### src/rtl/key_step_pulser.sv
// Debounces the active-low step pushbutton into a one-cycle step pulse,
// plus the debounced key level, a wrapping press counter and a busy flag.
module key_step_pulser #(
  parameter int DEBOUNCE_CYCLES = 16,
  parameter int CNT_W           = 20
) (
  input  logic       clock,
  input  logic       resetb,
  input  logic       key_n,
  output logic       step_pulse,
  output logic       key_level,
  output logic       busy,
  output logic [7:0] press_count
);

  typedef enum logic [1:0] {
    RELEASED,
    WAIT_PRESS,
    PRESSED,
    WAIT_RELEASE
  } state_t;

  localparam logic [CNT_W-1:0] CNT_LAST = CNT_W'(DEBOUNCE_CYCLES - 1);

  logic             s1_q, s2_q;
  state_t           state_q, state_d;
  logic [CNT_W-1:0] cnt_q, cnt_d;
  logic             step_pulse_q, step_pulse_d;
  logic             key_level_q, key_level_d;
  logic             busy_q, busy_d;
  logic [7:0]       press_count_q, press_count_d;

  // Two-flop synchroniser; both stages reset to "released" so reset never fakes a press.
  always_ff @(posedge clock or negedge resetb) begin
    if (!resetb) begin
      s1_q <= 1'b1;
      s2_q <= 1'b1;
    end else begin
      // NOTE: non-blocking assignments here let s2_q take the old s1_q, forming a real two-stage chain.
      s1_q <= key_n;
      s2_q <= s1_q;
    end
  end

  always_comb begin
    // NOTE: every output of this block gets a default first, so no path can infer a latch.
    state_d       = state_q;
    cnt_d         = cnt_q;
    step_pulse_d  = 1'b0;
    key_level_d   = key_level_q;
    press_count_d = press_count_q;

    case (state_q)
      RELEASED: begin
        if (!s2_q) begin
          state_d = WAIT_PRESS;
          cnt_d   = '0;
        end
      end
      WAIT_PRESS: begin
        if (s2_q) begin
          state_d = RELEASED;
        end else if (cnt_q == CNT_LAST) begin
          state_d       = PRESSED;
          step_pulse_d  = 1'b1;
          key_level_d   = 1'b1;
          press_count_d = press_count_q + 8'd1;
        end else begin
          cnt_d = cnt_q + CNT_W'(1);
        end
      end
      PRESSED: begin
        if (s2_q) begin
          state_d = WAIT_RELEASE;
          cnt_d   = '0;
        end
      end
      WAIT_RELEASE: begin
        if (!s2_q) begin
          state_d = PRESSED;
        end else if (cnt_q == CNT_LAST) begin
          state_d     = RELEASED;
          key_level_d = 1'b0;
        end else begin
          cnt_d = cnt_q + CNT_W'(1);
        end
      end
      default: state_d = RELEASED;
    endcase

    // Registered from the next state so busy lines up exactly with the qualifying states.
    busy_d = (state_d == WAIT_PRESS) || (state_d == WAIT_RELEASE);
  end

  always_ff @(posedge clock or negedge resetb) begin
    if (!resetb) begin
      state_q       <= RELEASED;
      cnt_q         <= '0;
      step_pulse_q  <= 1'b0;
      key_level_q   <= 1'b0;
      busy_q        <= 1'b0;
      press_count_q <= 8'd0;
    end else begin
      state_q       <= state_d;
      cnt_q         <= cnt_d;
      step_pulse_q  <= step_pulse_d;
      key_level_q   <= key_level_d;
      busy_q        <= busy_d;
      press_count_q <= press_count_d;
    end
  end

  assign step_pulse  = step_pulse_q;
  assign key_level   = key_level_q;
  assign busy        = busy_q;
  assign press_count = press_count_q;

endmodule

### config.mk
export PLATFORM = sky130hd
export DESIGN_NAME = key_step_pulser
export DESIGN_NICKNAME = d
export VERILOG_FILES = /design/src/rtl/key_step_pulser.sv
export SDC_FILE = /design/constraint.sdc
export NUM_CORES = 1
export LEC_CHECK = 0
export ABC_AREA = 1
export CAP_MARGIN = 20
export CORE_MARGIN = 2
export CORE_UTILIZATION = 53
export CTS_CLUSTER_SIZE = 40
export DETAILED_ROUTE_END_ITERATION = 16
export PLACE_DENSITY = 0.78
export SYNTH_ARGS = -nofsm -noshare
export SYNTH_HDL_FRONTEND = slang
export SYNTH_SLANG_ARGS = --single-unit
### constraint.sdc
create_clock -name clock -period 1.7 [get_ports clock]
set_clock_uncertainty 0.15 [all_clocks]
set_input_delay 0.255 -clock clock [delete_from_list [all_inputs] [get_ports clock]]
set_output_delay 0.255 -clock clock [all_outputs]
set_load 0.05 [all_outputs]
==> results of run 1 <==
## worst max-delay path by stage
stage                     cells past startpoint  slack (ps)        end       from
after global routing                          9        -110  cnt_q[19]  cnt_q[19]
after floorplan                               8         0.9   cnt_q[1]       busy
after global placement                        9         -10  cnt_q[19]   cnt_q[0]
final                                         9         -40  cnt_q[19]  cnt_q[17]
after CTS                                     9           2  cnt_q[19]   cnt_q[1]
after detailed placement                      9         -70  cnt_q[19]   cnt_q[0]
## metrics by stage
stage	power, uW	cells
6_report	1587	400
5_1_grt	1631	400
4_1_cts	1565	399
3_5_place_dp	968.0	386
3_3_place_gp	965.0	386
2_1_floorplan	913.3	300
## timing repair
item	in CTS	in global routing
setup endpoints to repair	15	26
setup buffers	4	1
gates resized for setup	9	31
gates cloned	1	0
pin swaps	3	8
## final cells by class
| cell class | count | area share |
|---|---|---|
| Clock inverter | 2 | 0.003552 |
| Timing Repair Buffer | 47 | 0.1594 |
| Multi-Input combinational cell | 230 | 0.4414 |
| Timing Repair inverter | 1 | 0.002664 |
| Sequential cell | 34 | 0.3037 |
| Tap cell | 50 | 0.02220 |
| Inverter | 30 | 0.04130 |
| Clock buffer | 6 | 0.02575 |
## worst reg2reg max path: stages (launching register included)
cell and delay (ps):
sky130_fd_sc_hd__dfrtp_1 370, sky130_fd_sc_hd__nor2_1 150, sky130_fd_sc_hd__nand2_1 140, sky130_fd_sc_hd__nor2_2 170
sky130_fd_sc_hd__nand3_4 140, sky130_fd_sc_hd__nand2_8 120, sky130_fd_sc_hd__clkinvlp_4 190, sky130_fd_sc_hd__nand2_2 110
sky130_fd_sc_hd__nand2_2 60, sky130_fd_sc_hd__nor2_2 70
## report_power, final
part | leakage [uW] | internal, uW | switching, uW
Clock | 0.0000450 | 284 | 314
Combinational | 0.000748 | 60.5 | 89.5
Sequential | 0.000461 | 823 | 16.9
Total | 0.00125 | 1170 | 420
## registers in the layout, summed over array words and instances, names as in the netlist
register	cells
cnt_q	20
s1_q	1
step_pulse	1
state_q	1
busy	1
key_level	1
press_count	8
s2_q	1
## cell families after synthesis
logic type,count (synthesis),share of synthesized area
simple gates,194,0.4026
buf+inv,36,0.07863
flops,34,0.4002
compound gates,28,0.08216
xor+xnor,6,0.02465
fa+ha+maj,2,0.01174
## routing by layer
metal	share of wire	routed length, um	track usage
met3	0.063	358	0.08167
met2	0.45	2560	0.3973
met1	0.45	2569	0.3679
met4	0.034	193	0.1173
met5	0	0	0
## cell usage after synthesis, types with 2 or more instances
| master | n | area [um2] |
|---|---|---|
| sky130_fd_sc_hd__nand2_1 | 85 | 319.1 |
| sky130_fd_sc_hd__nor2_1 | 44 | 165.2 |
| sky130_fd_sc_hd__dfrtp_1 | 32 | 800.8 |
| sky130_fd_sc_hd__nand3_1 | 32 | 160.2 |
| sky130_fd_sc_hd__inv_1 | 27 | 101.4 |
| sky130_fd_sc_hd__nand2_2 | 10 | 62.56 |
| sky130_fd_sc_hd__o21ai_0 | 9 | 45.04 |
| sky130_fd_sc_hd__o21ai_2 | 6 | 52.55 |
| sky130_fd_sc_hd__a21oi_1 | 5 | 25.02 |
| sky130_fd_sc_hd__nand4_1 | 5 | 31.28 |
| sky130_fd_sc_hd__nor3_1 | 5 | 25.02 |
| sky130_fd_sc_hd__o21bai_1 | 5 | 37.54 |
| sky130_fd_sc_hd__xor2_1 | 4 | 35.03 |
| sky130_fd_sc_hd__and2_1 | 3 | 18.77 |
| sky130_fd_sc_hd__inv_2 | 3 | 11.26 |
| sky130_fd_sc_hd__o21ai_1 | 3 | 15.01 |
| sky130_fd_sc_hd__buf_4 | 2 | 15.01 |
| sky130_fd_sc_hd__dfstp_2 | 2 | 52.55 |
| sky130_fd_sc_hd__ha_1 | 2 | 25.02 |
| sky130_fd_sc_hd__nand3_2 | 2 | 20.02 |
| sky130_fd_sc_hd__nand3b_1 | 2 | 15.01 |
| sky130_fd_sc_hd__xnor2_1 | 2 | 17.52 |
==> results.ini, run 1 <==
[status]
run_status = finished, violations left
failed_checks = setup timing

[placement]
finalWeightedCongestion = 0.9032
port_buffers = 13
dpl_cell_area_um2 = 2536
dp_hpwl_um = 3788
pre_cts_ws_ps = -73.09

[run]
max_capacitance_violation_count = 0

[worst_setup_path]
timing.critical_path.max_delay_family = simple AND/OR/NAND/NOR gates
critical_path_class = reg2reg
timing.reg2reg.worst_path_depth = 9
worstPathCellList = nor2_1, nand2_1, nor2_2, nand3_4, nand2_8, clkinvlp_4, nand2_2, nand2_2, nor2_2
cp_slowest_stage_delay_ps = 370
cp_max_fo = 6
critPathSlowestCell = sky130_fd_sc_hd__dfrtp_1
cp.arrival_ps = 1820
timing.critical_path.to_type = register
timing.critical_path.buf_inv = 1
crit-reg2reg-capture = cnt_q[19]
r2r_start = cnt_q[17]
worstSetupStartpointType = register
worst_ep_required_time_ps = 1780
regToRegSetupSlack_ps = -40

[yosys]
synth_cell_type_count = 32
synth_seq_area_share = 0.4002
netlist_area_um2 = 2132
synth.ff_latch_count = 34
synthArstFlopShare = 1.000
synthesis.area_per_instance_um2 = 7.107
synth-edff-count = 0
synth.net_count = 305
ys.warnings.count = 0
syn-instance-count = 300
synth_flop_cell = sky130_fd_sc_hd__dfrtp_1

[timing]
setup_ws_ps = -38.74
finalMaxSlewViolations = 0
finalHoldViolations = 0
worst_max_slew_pin_slew_ps = 389.0
final_layout_setup_total_negative_slack_ps = -96.40
time_the_worst_path_needs_with_i_o_delays_and_setup_ps = 1739
period_share = 1.023
rsz_0062_raised_after_global_routing = yes
fin_worst_hold_slack_ps = 167.7
setup_viol = 7
fmax_mhz = 575.1
max_slew_margin = 0.7397

[grt]
grt_pass1_vias = 1933
grt_use_total = 0.2703
overflow = 0
antenna_violations_before_repair = 0
grt_first_pass_wirelength_um = 8928
maximum_number_of_pins_on_one_net_before_global_route_repair = 35

[finish]
drive_above_1_share = 0.3029
num_antenna_cells = 0
flow.area_growth_from_synthesis_pct = 32.16
fin_util = 0.7147
layout_commonest_cell = sky130_fd_sc_hd__nand2_1
final_net_count = 354
final_cell_mix = 79 x sky130_fd_sc_hd__nand2_1, 37 x sky130_fd_sc_hd__buf_4, 36 x sky130_fd_sc_hd__nor2_1, 30 x sky130_fd_sc_hd__dfrtp_1, 28 x sky130_fd_sc_hd__nand3_1
seq_area_um2 = 855.8
filler_cell_count = 292
final_cell_area_um2 = 2818
multi_input_comb_area_um2 = 1244

[floorplanning]
placeableCoreArea_um2 = 3943
start_util = 0.5408
fp.dieArea_um2 = 4546
rows = 23
die_x_um = 67.43
boundaryPins = 14
fp.dieH_um = 67.43

[cts]
cts_root_buffer = sky130_fd_sc_hd__clkbuf_8
clock_tree_from_tritoncts = built
tritoncts.num_buffers = 5
cts-htree-levels = 2
tritoncts_sinks = 34
hold_buffers = 0
insertion_delay_ps = 300
clockBufferDepth = 2
clk_transition_reported_paths_ps = 70

[route]
drtIter0Drc = 230
via_count = 2135
route.detailed.drc = 0
drtPass1Iterations = 5
post_drt_via_cell_ratio = 5.338
post_detailed_route_count_of_antenna_violating_nets = 0
drt_wl_total_um = 5680
detail_route.wl_per_cell_um = 14.20

[worst_hold_path]
class_of_the_worst_hold_path = in2async

[power]
power-per-cell-area_nw_per_um2 = 563.3
max-vdd-ir-drop_mv = 0.5538
power.static_leakage_uw = 0.001254

Note: power is estimated with default switching activity, not from simulation.
==> run 2, diff against run 1 <==
==> constraint.sdc (replaced) <==
create_clock -name clock -period 1.7 [get_ports clock]
set_clock_uncertainty 0.15 [all_clocks]
set_input_delay 0.255 -clock clock [delete_from_list [all_inputs] [get_ports clock]]
set_output_delay 0.255 -clock clock [all_outputs]
set_load 0.005 [all_outputs]
==> results.ini, run 2 (synthesis gave the netlist of run 1 again) <==
[status]
run_status = finished, violations left
failed_checks = setup timing

[cts]
clock_tree_from_tritoncts = built
clk_transition_reported_paths_ps = 70  ; about the same
tritoncts_sinks = 34  ; unchanged
clockBufferDepth = 2  ; unchanged
insertion_delay_ps = 290  ; about the same
cts-htree-levels = 2  ; unchanged
tritoncts.num_buffers = 5  ; unchanged
cts_root_buffer = sky130_fd_sc_hd__clkbuf_8

[timing]
time_the_worst_path_needs_with_i_o_delays_and_setup_ps = 1816  ; +76.96 ps
fmax_mhz = 550.8  ; -4.2%
finalHoldViolations = 0  ; unchanged
final_layout_setup_total_negative_slack_ps = -729.4  ; -633.0 ps
rsz_0062_raised_after_global_routing = yes
setup_ws_ps = -115.7  ; -76.96 ps
max_slew_margin = 0.6862  ; -0.05349
period_share = 1.068  ; +0.04527
finalMaxSlewViolations = 0  ; unchanged
setup_viol = 14  ; +7
worst_max_slew_pin_slew_ps = 466.4  ; +77.37 ps

[worst_setup_path]
r2r_start = cnt_q[19]
worst_setup_path_startpoint = cnt_q[19]
cp.arrival_ps = 1840  ; +20 ps
worstSetupStartpointType = register
cp_common_cell = sky130_fd_sc_hd__nand2_1
worstPathCellList = nor2_1, nand2_1, nor2_2, nand3_4, nand2_8, buf_12, clkinvlp_4, nand2_1, a21oi_1
timing.reg2reg.worst_path_depth = 9  ; unchanged
timing.critical_path.max_delay_family = simple AND/OR/NAND/NOR gates
cp_num_cells = 9  ; unchanged
timing.critical_path.to_type = register
critPathSlowestCell = sky130_fd_sc_hd__dfrtp_1
worst_ep_required_time_ps = 1720  ; -60 ps
timing.critical_path.buf_inv = 2  ; +1
critical_path_class = reg2reg
cp_max_fo = 6  ; unchanged
cp_slowest_stage_delay_ps = 420  ; +50 ps

[grt]
grt_pass1_vias = 1855  ; -4.0%
maximum_number_of_pins_on_one_net_before_global_route_repair = 35  ; unchanged
grt_first_pass_wirelength_um = 8597  ; -3.7%
overflow = 0  ; unchanged
grt_use_total = 0.2533  ; -0.01707
antenna_violations_before_repair = 0  ; unchanged

[floorplanning]
fp.dieArea_um2 = 4546  ; unchanged
die_x_um = 67.43  ; unchanged
boundaryPins = 14  ; unchanged
fp.dieH_um = 67.43  ; unchanged
rows = 23  ; unchanged
placeableCoreArea_um2 = 3943  ; unchanged
start_util = 0.5408  ; unchanged

[finish]
largest_register_ff_count = 20  ; unchanged
num_antenna_cells = 0  ; unchanged
multi_input_comb_area_um2 = 1217  ; -2.1%
final_net_count = 351  ; -0.85%
seq_area_um2 = 853.3  ; -0.29%
fin_util = 0.6966  ; -0.01809
layout_commonest_cell = sky130_fd_sc_hd__nand2_1
final_cell_area_um2 = 2746  ; -2.5%
drive_above_1_share = 0.2565  ; -0.04637
flow.area_growth_from_synthesis_pct = 28.81
final_cell_mix = 81 x sky130_fd_sc_hd__nand2_1, 33 x sky130_fd_sc_hd__nor2_1, 32 x sky130_fd_sc_hd__dfrtp_1, 30 x sky130_fd_sc_hd__nand3_1, 27 x sky130_fd_sc_hd__buf_4
top_reg_by_flops = cnt_q
filler_cell_count = 290  ; -0.68%

[route]
drt_wl_total_um = 5819  ; +2.4%
post_drt_via_cell_ratio = 5.479  ; +2.6%
drtPass1Iterations = 5  ; unchanged
via_count = 2175  ; +1.9%
post_detailed_route_count_of_antenna_violating_nets = 0  ; unchanged
route.detailed.drc = 0  ; unchanged
drtIter0Drc = 235  ; +2.2%
detail_route.wl_per_cell_um = 14.66  ; +3.2%

[power]
power-per-cell-area_nw_per_um2 = 590.8  ; +4.9%
power.static_leakage_uw = 0.001216  ; -3.0%
max-vdd-ir-drop_mv = 0.4747  ; -14%
power.total_uw = 1623  ; +2.2%

[placement]
port_buffers = 13  ; unchanged
finalWeightedCongestion = 0.8955  ; -0.85%
dp_hpwl_um = 3785  ; about the same
dpl_cell_area_um2 = 2465  ; -2.8%

[worst_hold_path]
class_of_the_worst_hold_path = reg2reg
hold_depth = 0
hp-start = s1_q

[run]
max_capacitance_violation_count = 0  ; unchanged

run 2: metrics by stage:
| stage | hold WS (ps) | cells | setup WS (ps) |
|---|---|---|---|
| 6_report | 207.5 | 397 | -115.7 |
| 5_1_grt | 214.5 | 397 | -145.0 |
| 4_1_cts | 208.8 | 393 | -8.804 |
| 3_5_place_dp | 167.8 | 382 | -22.08 |
| 3_3_place_gp | 160.4 | 382 | 24.39 |
| 2_1_floorplan | -190.6 | 300 | 5.699 |
run 2: timing repair:
action,4_1_cts,5_1_grt
endpoints found under the setup margin,11,30
hold buffers,1,0
hold endpoints to repair,32,0
pin swaps,2,13
gates cloned,1,0
resized for setup,5,33
buffers inserted,1,4
run 2: worst reg2reg max path, cell delays in order, from the launching register on:
cell and delay [ps]:
sky130_fd_sc_hd__dfrtp_1 420, sky130_fd_sc_hd__nor2_1 130, sky130_fd_sc_hd__nand2_1 150, sky130_fd_sc_hd__nor2_2 180
sky130_fd_sc_hd__nand3_4 150, sky130_fd_sc_hd__nand2_8 140, sky130_fd_sc_hd__buf_12 110, sky130_fd_sc_hd__clkinvlp_4 140
sky130_fd_sc_hd__nand2_1 100, sky130_fd_sc_hd__a21oi_1 60
run 2: power breakdown:
| part | internal [uW] | switching, uW | leakage, uW |
|---|---|---|---|
| Sequential | 822 | 14.7 | 0.000464 |
| Combinational | 54.5 | 84.7 | 0.000705 |
| Clock | 326 | 321 | 0.0000472 |
run 2: area by class of cell:
| cell class | count | area share |
|---|---|---|
| Timing Repair inverter | 1 | 0.002733 |
| Tap cell | 50 | 0.02278 |
| Timing Repair Buffer | 44 | 0.1426 |
| Clock buffer | 6 | 0.03007 |
| Multi-Input combinational cell | 230 | 0.4433 |
| Inverter | 30 | 0.04328 |
| Sequential cell | 34 | 0.3107 |
| Clock inverter | 2 | 0.004556 |
run 2: metal layers:
layer  wire (um)  GRT usage  vias to the layer above
met5           0          0                        -
met4          93    0.06378                        0
met3         349    0.05500                       13
met2        2739     0.3899                       92
met1        2636     0.3627                     1021
li1            -          -                     1049
run 2: final timing paths:
check / to / slack, ps
worst max-delay path: cnt_q[3] / -120
worst min-delay path: s2_q / 210
worst max register to register: cnt_q[3] / -120
worst min register to register: s2_q / 210
max in group asynchronous: s2_q / 680
min in group asynchronous: cnt_q[12] / 370
==> run 3, diff against run 2 <==
--- a/config.mk
+++ b/config.mk
@@ -11,6 +11,7 @@
 export CORE_UTILIZATION = 53
 export CTS_CLUSTER_SIZE = 40
 export DETAILED_ROUTE_END_ITERATION = 16
+export HOLD_SLACK_MARGIN = 0.12
 export PLACE_DENSITY = 0.78
 export SYNTH_ARGS = -nofsm -noshare
 export SYNTH_HDL_FRONTEND = slang
==> results of run 3 <==
Same layout as run 2: the final DEF is identical, and so are final timing and power.
